File: src/rtl/cic_decim_ctrl.sv
// CIC decimator sequencer: builds the dump strobe from the sample enable and owns the
// active decimation/shift, swapping them only at a period boundary followed by clear and flush.
module cic_decim_ctrl #(
    parameter int unsigned SETTLE_CYCLES = 4,
    parameter int unsigned FLUSH_OUTPUTS = 4
) (
    input  logic        clk,
    input  logic        reset,
    input  logic        clkEn,
    input  logic [14:0] cicDecimation,
    input  logic [5:0]  cicShift,
    output logic        decimEn,
    output logic        dataValid,
    output logic        intClear,
    output logic [14:0] activeDecimation,
    output logic [5:0]  activeShift,
    output logic        busy
);
    localparam int unsigned SW = $clog2(SETTLE_CYCLES + 1);
    localparam int unsigned FW = $clog2(FLUSH_OUTPUTS + 1);

    localparam logic [1:0] ST_LOAD  = 2'd0;
    localparam logic [1:0] ST_FLUSH = 2'd1;
    localparam logic [1:0] ST_RUN   = 2'd2;
    localparam logic [1:0] ST_PEND  = 2'd3;

    logic [1:0]    r_state;
    logic [14:0]   r_cnt;
    logic [SW-1:0] r_settle;
    logic [FW-1:0] r_flush;
    logic [14:0]   r_prev_dec;
    logic [5:0]    r_prev_shift;
    logic          r_decim_en;
    logic          r_data_valid;
    logic          r_int_clear;
    logic [14:0]   r_active_dec;
    logic [5:0]    r_active_shift;

    logic [1:0]    w_state_next;
    logic [14:0]   w_dreq;
    logic          w_diff;
    logic          w_bus_moved;
    logic          w_chg;
    logic          w_last;
    logic          w_period_end;

    assign w_dreq       = (cicDecimation == 15'd0) ? 15'd1 : cicDecimation;
    assign w_diff       = (w_dreq != r_active_dec) || (cicShift != r_active_shift);
    assign w_bus_moved  = (cicDecimation != r_prev_dec) || (cicShift != r_prev_shift);
    assign w_chg        = w_diff && (r_settle == SW'(SETTLE_CYCLES));
    assign w_last       = (r_cnt == r_active_dec - 15'd1);
    // Samples landing on the LOAD clock are discarded so the new period starts clean.
    assign w_period_end = clkEn && (r_state != ST_LOAD) && w_last;

    always_comb begin
        w_state_next = r_state;
        case (r_state)
            ST_LOAD:  w_state_next = ST_FLUSH;
            ST_FLUSH: begin
                if (w_period_end && (r_flush == FW'(FLUSH_OUTPUTS - 1))) begin
                    w_state_next = ST_RUN;
                end
            end
            ST_RUN: begin
                if (clkEn && w_chg) begin
                    w_state_next = ST_PEND;
                end
            end
            ST_PEND: begin
                // A reverted bus wins over a coincident period end: nothing to load.
                if (clkEn) begin
                    if (!w_diff) begin
                        w_state_next = ST_RUN;
                    end else if (w_period_end) begin
                        w_state_next = ST_LOAD;
                    end
                end
            end
        endcase
    end

    always_ff @(posedge clk) begin
        if (reset) begin
            r_state        <= ST_LOAD;
            r_cnt          <= 15'd0;
            r_settle       <= '0;
            r_flush        <= '0;
            r_prev_dec     <= 15'd0;
            r_prev_shift   <= 6'd0;
            r_decim_en     <= 1'b0;
            r_data_valid   <= 1'b0;
            r_int_clear    <= 1'b0;
            r_active_dec   <= 15'd1;
            r_active_shift <= 6'd0;
        end else begin
            r_state      <= w_state_next;
            r_prev_dec   <= cicDecimation;
            r_prev_shift <= cicShift;
            if (w_bus_moved) begin
                r_settle <= '0;
            end else if (r_settle != SW'(SETTLE_CYCLES)) begin
                r_settle <= r_settle + SW'(1);
            end
            r_int_clear  <= (r_state == ST_LOAD);
            r_decim_en   <= w_period_end;
            r_data_valid <= w_period_end && ((r_state == ST_RUN) || (r_state == ST_PEND));
            if (r_state == ST_LOAD) begin
                r_active_dec   <= w_dreq;
                r_active_shift <= cicShift;
                r_cnt          <= 15'd0;
                r_flush        <= '0;
            end else begin
                if (clkEn) begin
                    r_cnt <= w_last ? 15'd0 : r_cnt + 15'd1;
                end
                if ((r_state == ST_FLUSH) && w_period_end) begin
                    r_flush <= r_flush + FW'(1);
                end
            end
        end
    end

    assign decimEn          = r_decim_en;
    assign dataValid        = r_data_valid;
    assign intClear         = r_int_clear;
    assign activeDecimation = r_active_dec;
    assign activeShift      = r_active_shift;
    assign busy             = (r_state != ST_RUN);

endmodule

File: config.mk
export PLATFORM = sky130hd
export DESIGN_NAME = cic_decim_ctrl
export DESIGN_NICKNAME = d
export VERILOG_FILES = /design/src/rtl/cic_decim_ctrl.sv
export SDC_FILE = /design/constraint.sdc
export NUM_CORES = 1
export LEC_CHECK = 0
export ABC_AREA = 1
export BUFFER_PORTS_ARGS = -buffer_cell sky130_fd_sc_hd__buf_2
export CAP_MARGIN = 40
export CORE_MARGIN = 2
export CORE_UTILIZATION = 62
export CTS_CLUSTER_SIZE = 8
export DETAILED_ROUTE_END_ITERATION = 8
export PLACE_DENSITY = 0.93
export SYNTH_ARGS = -nofsm -noshare
export SYNTH_HDL_FRONTEND = slang
export SYNTH_SLANG_ARGS = --single-unit
export TNS_END_PERCENT = 30
File: constraint.sdc
create_clock -name clk -period 5.1 [get_ports clk]
set_input_delay 0 -clock clk [delete_from_list [all_inputs] [get_ports clk]]
set_output_delay 0 -clock clk [all_outputs]
set_load 0.005 [all_outputs]
==> results.json, run 1 <==
{
  "timing.final.max_slew_violations": 0,
  "fillerInstances": 394,
  "initial_utilization_pct": 64.2,
  "avgRoutedWirePerCell_um": 15.1,
  "cp-end-kind": "register",
  "worstHoldPathType": "input port to register",
  "met1_wirelength_um": 3800,
  "worstSkewPairLatency_ps": 360,
  "clock-root-buffer": "sky130_fd_sc_hd__clkbuf_8",
  "worst_r2r_path_depth": 5,
  "place_ws_ps": 2800,
  "syn-instance-count": 513,
  "power_per_unit_of_standard_cell_area_nw_per_um2": 425,
  "crit_type": "register to register",
  "rr_endpoint": "activeDecimation[0]",
  "yosysTopAreaCell": "sky130_fd_sc_hd__dfxtp_1",
  "layout_common_cells": "120 x sky130_fd_sc_hd__nand2_1, 95 x sky130_fd_sc_hd__nor2_1, 69 x sky130_fd_sc_hd__inv_1",
  "io_buffers": 48,
  "holdPathEnd": "r_prev_dec[11]",
  "core-area_sq_um": 5510,
  "max_clock_freq_ghz": 0.417,
  "route.antenna.remaining_nets": 0,
  "finalClockSkew_ps": 23.3,
  "synth-seq-cells": 68,
  "worst-path-buf-inv": 2,
  "setup_viol": 0,
  "minimum_clock_period_ps": 2400,
  "grt_start_max_net_pins": 25,
  "synth.yosys.warnings": 0,
  "result_of_the_run": "finished clean",
  "die-area_sq_um": 6330,
  "synth.yosys.seq_area_share_pct": 38.5,
  "rsz_0062_raised_after_global_routing": "no",
  "vias": 3700,
  "max_slew.worst_pin.slew_ps": 816,
  "final_hold_viol_count": 0,
  "final_worst_setup_slack_ps": 2700,
  "min_path_cells": 3,
  "synth.distinct_cells": 35,
  "dpl-instance-area_sq_um": 3830,
  "grt.overflow.total": 0,
  "commonest_non_fill_non_tap_cell_in_the_layout": "sky130_fd_sc_hd__nand2_1",
  "wl_met3_um": 822,
  "tritoncts_clock_tree": "yes",
  "die_w_um": 79.5,
  "final.setup.tns_ps": 0,
  "cts.htree.levels": 3,
  "path_common_cell": "sky130_fd_sc_hd__nor2_1",
  "syn_area_sq_um": 3540,
  "critPathSlowestCell": "sky130_fd_sc_hd__clkinv_1",
  "final.period_utilization_pct": 47.0,
  "rows": 27,
  "timing.hold.worst.start": "cicDecimation[11]",
  "post_route_cells_drive_above_1_share_pct": 13.2,
  "vias_per_cell": 5.60,
  "leakage_nw": 2.02,
  "io_pins": 49,
  "synth_top_cell_area_share_pct": 38.5,
  "met2_wirelength_um": 4840,
  "max_cap_violations": 0,
  "synth.net_count": 543,
  "clk_transition_reported_paths_ps": 80,
  "grt_pass1_vias": 3591,
  "highest_net_fanout_along_the_worst_path": 18,
  "grt_usage_pct": 33.2,
  "count_of_routing_violations_after_the_opening_detailed_route_iteration": 433,
  "highest_layer": "met4",
  "detail_route.first_pass.iterations": 6,
  "cp.arrival_ps": 2640,
  "gp_routability_congestion": 0.948,
  "utilization_pct": 76.8,
  "synthesized_area_divided_by_synthesized_cell_count_sq_um": 6.90,
  "numCtsBuffers": 9,
  "remaining_drc_errors": 0,
  "irDropWorstVdd_mv": 0.325,
  "yosys-top-cells-area": "sky130_fd_sc_hd__dfxtp_1 38%, sky130_fd_sc_hd__nand2_1 13%, sky130_fd_sc_hd__nor2_1 10%, sky130_fd_sc_hd__inv_1 7.3%, sky130_fd_sc_hd__xor2_1 7.2%",
  "cp_top_family": "buffers and inverters",
  "grt_pass1_wl_um": 16200,
  "crit_required_ps": 5340,
  "postRouteWirelength_um": 9960,
  "r2r_start": "r_state[1]",
  "clock_path_buffers": 2,
  "layout.cell_area.non_filler_sq_um": 4230,
  "cts_num_sinks": 68,
  "critical_path.cell_chain": "nor2_1 > nor2_1 > clkinv_1 > o22ai_1 > inv_1",
  "r2r_setup_slack_ps": 2700,
  "critical_path.max_stage_delay_ps": 780,
  "synthToLayoutAreaGrowth_pct": 19.6,
  "slew-limit-headroom_pct": 45.5,
  "die_height_um": 79.5,
  "nNetsFinal": 614,
  "antenna_cells_inserted": 0,
  "dpl.hpwl_um": 6640,
  "worst_setup_path_start_kind": "register",
  "antenna_found_initial": 0
}
==> worst min-delay path, cell delays in order <==
cell and delay (ps):
sky130_fd_sc_hd__buf_2 130, sky130_fd_sc_hd__inv_1 110, sky130_fd_sc_hd__nor2_1 70
==> layer usage <==
metal	GRT usage, %	vias up
met4	19.7	0
li1	-	1754
met3	7.13	61
met2	56.6	204
met1	38.0	1681
met5	0	-
==> power breakdown <==
part	internal, W	switching (W)
combinational	0.000235	0.000399
clock	0.000238	0.000220
sequential	0.000604	0.000101
==> sequential cells by signal, summed over array words and instances (netlist names) <==
name / count
r_prev_shift: 6
r_settle: 3
r_cnt: 15
r_prev_dec: 15
r_state: 2
r_flush: 3
activeDecimation: 15
dataValid: 1
activeShift: 6
intClear: 1
decimEn: 1
==> cell usage after synthesis (all sizes together) <==
cell / instances
a211oi: 2
a21oi: 9
a221oi: 1
a31oi: 1
and3: 2
buf: 2
clkbuf: 6
clkinv: 1
dfxtp: 68
ha: 6
inv: 70
nand2: 121
nand3: 26
nand3b: 1
nand4: 3
nor2: 99
nor3: 10
nor3b: 1
nor4: 2
o2111ai: 2
o211ai: 1
o21ai: 19
o21bai: 1
o22ai: 17
or2: 2
xnor2: 10
xnor3: 1
xor2: 29
==> final cells by class <==
class	count	area [sq um]	share of cell area (%)
inverter	71	267	6.30
sequential	68	1360	32.2
multi-input combinational	366	1870	44.2
clock buffer	10	138	3.25
timing repair buffer	68	440	10.4
tap	72	90.1	2.13
clock inverter	6	63.8	1.51
==> worst max-delay path by stage <==
| stage | from | endpoint | slack (ps) | depth (start not counted) |
|---|---|---|---|---|
| floorplan | activeDecimation[0] | r_cnt[12] | 3130 | 15 |
| global placement | r_state[0] | activeDecimation[0] | 2940 | 5 |
| detailed placement | r_state[1] | activeDecimation[0] | 2800 | 5 |
| CTS | r_state[1] | activeDecimation[0] | 2750 | 5 |
| global route | r_state[0] | r_flush[1] | 2510 | 4 |
| finish | r_state[1] | activeDecimation[0] | 2700 | 5 |
==> through the flow <==
stage	hold WS (ps)	std cells	total power [W]
finish	19.0	661	0.00180
global route	40.1	661	0.00189
CTS	4.17	661	0.00177
detailed placement	275	625	0.00130
global placement	267	625	0.00128
floorplan	72.4	513	0.00113
==> what timing repair did <==
| action | 4_1_cts | 5_1_grt |
|---|---|---|
| resized for setup | 0 | 0 |
| hold endpoints to repair | 24 | 0 |
| setup buffers | 0 | 0 |
| hold buffers | 20 | 0 |
==> cell families after synthesis <==
logic type	Yosys count	share of synthesized area [%]
xor gates and xnor gates	40	10.3
and+or+nand+nor	267	31.7
adders and majority gates	6	2.12
DFF	68	38.5
AOI/OAI and AO/OA	53	8.74
buffers and inverters	79	8.63
No activity file was read; power rests on OpenSTA's default activity.
==> inputs of run 2 (changes only) <==
--- a/config.mk
+++ b/config.mk
@@ -5,14 +5,14 @@
 export SDC_FILE = /design/constraint.sdc
 export NUM_CORES = 1
 export LEC_CHECK = 0
-export ABC_AREA = 1
+export ABC_AREA = 0
 export BUFFER_PORTS_ARGS = -buffer_cell sky130_fd_sc_hd__buf_2
 export CAP_MARGIN = 40
 export CORE_MARGIN = 2
-export CORE_UTILIZATION = 62
+export CORE_UTILIZATION = 52
 export CTS_CLUSTER_SIZE = 8
 export DETAILED_ROUTE_END_ITERATION = 8
-export PLACE_DENSITY = 0.93
+export PLACE_DENSITY = 0.84
 export SYNTH_ARGS = -nofsm -noshare
 export SYNTH_HDL_FRONTEND = slang
 export SYNTH_SLANG_ARGS = --single-unit
==> constraint.sdc (replaced) <==
create_clock -name clk -period 1.93 [get_ports clk]
set_input_delay 0 -clock clk [delete_from_list [all_inputs] [get_ports clk]]
set_output_delay 0 -clock clk [all_outputs]
set_load 0.005 [all_outputs]
==> run 2 against run 1 <==
  * The flow now finishes with violations (setup timing)
  * Wire length is 13% higher
  * Synthesized cell count fell by 25%
  * Global-route usage shrank 3.3 points
  * Sequential power grew 120%
  * Fmax shrank 8.8%
  * Largest cell class unchanged
==> results.json, run 2 <==
{
  "comb_power_share_pct": 21.7,
  "r2r_setup_slack_ps": -700,
  "utilization_pct": 74.3,
  "max_cap_violations": 0,
  "power.internal_w": 0.00242,
  "timing.hold.worst.start": "cicDecimation[5]",
  "avgRoutedWirePerCell_um": 19.1,
  "clock-root-buffer": "sky130_fd_sc_hd__clkbuf_8",
  "grt_pass1_wl_um": 17000,
  "finalClockSkew_ps": 11.8,
  "cp.arrival_ps": 2910,
  "result_of_the_run": "complete, but fails checks",
  "layout.cell_area.non_filler_sq_um": 4770,
  "antenna_found_initial": 0,
  "cp-end-kind": "register",
  "pwr-share-clk_pct": 34.4,
  "yosysTopAreaCell": "sky130_fd_sc_hd__dfxtp_1",
  "slew-limit-headroom_pct": 58.9,
  "post_route_cells_drive_above_1_share_pct": 33.0,
  "setup_viol": 22,
  "synth.yosys.warnings": 0,
  "remaining_drc_errors": 0,
  "minimum_clock_period_ps": 2630,
  "min_path_cells": 3,
  "max_slew.worst_pin.slew_ps": 616,
  "dpl-instance-area_sq_um": 4310,
  "holdPathEnd": "activeDecimation[5]",
  "nNetsFinal": 540,
  "final_worst_setup_slack_ps": -699,
  "dpl.hpwl_um": 6950,
  "highest_net_fanout_along_the_worst_path": 8,
  "critical_path.cell_chain": "nor4_4 > nand2_1 > o31ai_1 > o32ai_2 > or4_4 > or3_1 > a21oi_1",
  "critical_path.max_stage_delay_ps": 530,
  "synth.distinct_cells": 54,
  "cts_num_sinks": 68,
  "layout_common_cells": "71 x sky130_fd_sc_hd__buf_4, 64 x sky130_fd_sc_hd__dfxtp_1, 48 x sky130_fd_sc_hd__buf_2",
  "power.net_switching_w": 0.00104,
  "syn-instance-count": 383,
  "synth.most_common_cell": "sky130_fd_sc_hd__dfxtp_1",
  "antenna_cells_inserted": 0,
  "synthesized_area_divided_by_synthesized_cell_count_sq_um": 9.12,
  "grt_start_max_net_pins": 31,
  "synth_enable_flop_cells": 0,
  "post-layout-total-power_w": 0.00346,
  "timing.final.max_slew_violations": 0,
  "final.setup.tns_ps": -10270,
  "critPathSlowestCell": "sky130_fd_sc_hd__nor4_4",
  "r2r_start": "activeDecimation[2]",
  "worst-path-buf-inv": 0,
  "initial_utilization_pct": 54.4,
  "rsz_0062_raised_after_global_routing": "yes",
  "io_pins": 49,
  "synthToLayoutAreaGrowth_pct": 36.6,
  "vias": 3571,
  "cp_top_family": "simple AND/OR/NAND/NOR gates",
  "die-area_sq_um": 7390,
  "worst_r2r_path_depth": 7,
  "postRouteWirelength_um": 11300,
  "gp_routability_congestion": 0.857,
  "fraction_of_synthesis_flops_using_an_asynchronous_set_or_reset_pin_pct": 0,
  "synth.yosys.seq_area_share_pct": 39.0,
  "share_seq_of_total_power_pct": 43.9,
  "commonest_non_fill_non_tap_cell_in_the_layout": "sky130_fd_sc_hd__buf_4",
  "final.period_utilization_pct": 136,
  "rr_endpoint": "r_state[1]",
  "cts.htree.levels": 3,
  "detail_route.first_pass.iterations": 5,
  "worstHoldPathType": "input port to register",
  "worstSkewPairLatency_ps": 360,
  "io_buffers": 48,
  "hold-worst-slack_ps": 16.6,
  "syn_area_sq_um": 3490,
  "crit_required_ps": 2210,
  "synth-seq-cells": 68,
  "power.switching_fraction_pct": 30.0,
  "vias_per_cell": 6.03,
  "power_per_unit_of_standard_cell_area_nw_per_um2": 724,
  "grt_usage_pct": 29.9,
  "synth.top_cells.by_count": "68 x sky130_fd_sc_hd__dfxtp_1, 43 x sky130_fd_sc_hd__xor2_1, 31 x sky130_fd_sc_hd__xnor2_1",
  "yosys-top-cells-area": "sky130_fd_sc_hd__dfxtp_1 39%, sky130_fd_sc_hd__xor2_1 11%, sky130_fd_sc_hd__xnor2_1 7.8%, sky130_fd_sc_hd__nor2b_1 4.3%, sky130_fd_sc_hd__a22o_1 4.3%",
  "synth.net_count": 413,
  "clk_transition_reported_paths_ps": 80,
  "irDropWorstVdd_mv": 0.392,
  "worst_setup_path_start_kind": "register",
  "clock_path_buffers": 2,
  "crit_type": "register to register",
  "tritoncts_clock_tree": "yes",
  "grt_pass1_vias": 3429,
  "leakage_nw": 2.03,
  "die_height_um": 86.0,
  "count_of_routing_violations_after_the_opening_detailed_route_iteration": 365,
  "violations": "setup timing",
  "core-area_sq_um": 6420,
  "synth_top_cell_area_share_pct": 39.0,
  "max_clock_freq_ghz": 0.380,
  "route.antenna.remaining_nets": 0,
  "die_w_um": 86.0,
  "rows": 29,
  "numCtsBuffers": 9,
  "grt.overflow.total": 0,
  "final_hold_viol_count": 0,
  "yosys_most_used_dff": "sky130_fd_sc_hd__dfxtp_1"
}
## run 2: cell families after synthesis
family | synth area share (%)
AND/OR/NAND/NOR | 23.5
XOR/XNOR | 18.6
flip-flops | 39.0
AO/OA/AOI/OAI | 11.9
buffers and inverters | 4.01
adder cells (fa/ha/maj) | 2.15
multiplexers | 0.896
## run 2: how the worst max path moves through the flow
stage                     slack, ps         end  cells past startpoint                start
after global routing           -840  r_state[1]                      7  activeDecimation[2]
final                          -700  r_state[1]                      7  activeDecimation[2]
after global placement         -600  r_state[1]                      7  activeDecimation[2]
after floorplan                -600  r_state[1]                      8  activeDecimation[2]
after detailed placement       -640  r_state[1]                      7  activeDecimation[2]
after CTS                      -660  r_state[1]                      7  activeDecimation[2]
## run 2: area by class of cell
cell class                      instances  area, sq um
Clock buffer                           10          128
Clock inverter                          6         63.8
Fill cell                             416         1650
Inverter                                9         33.8
Multi-Input combinational cell        285         2130
Sequential cell                        68         1370
Tap cell                               77         96.3
Timing Repair Buffer                  137          953
## run 2: through the flow
step | cells | worst slack, ps
2_1_floorplan | 383 | -603
3_3_place_gp | 556 | -597
3_5_place_dp | 556 | -636
4_1_cts | 591 | -663
5_1_grt | 592 | -836
6_report | 592 | -699
## run 2: worst min-delay path: cells and delay by family
kind / cells / cell delay [ps]
AO/OA/AOI/OAI: 1 / 110
buffers and inverters: 2 / 230
## run 2: power by group through the flow
stage          registers (W)  logic [W]  clock network, W
2_1_floorplan        0.00154   0.000366                 0
3_3_place_gp         0.00154   0.000624                 0
3_5_place_dp         0.00154   0.000638                 0
4_1_cts              0.00151   0.000699           0.00119
5_1_grt              0.00152   0.000787           0.00125
6_report             0.00152   0.000749           0.00119
## run 2: metal layers
| metal | wire length (um) | GRT usage [%] | up-vias |
|---|---|---|---|
| met5 | 0 | 0 | - |
| met4 | 647 | 15.7 | 0 |
| met3 | 928 | 7.60 | 88 |
| met2 | 5310 | 48.8 | 226 |
| met1 | 4400 | 36.2 | 1661 |
| li1 | - | - | 1596 |
## run 2: timing repair
| action | in CTS | in global routing |
|---|---|---|
| endpoints found under the setup margin | 22 | 25 |
| gates resized for setup | 8 | 7 |
| gates cloned | 0 | 1 |
| hold buffers | 18 | 0 |
| pin swaps | 0 | 2 |
| buffers inserted | 1 | 0 |
| endpoints found under the hold margin | 31 | 0 |
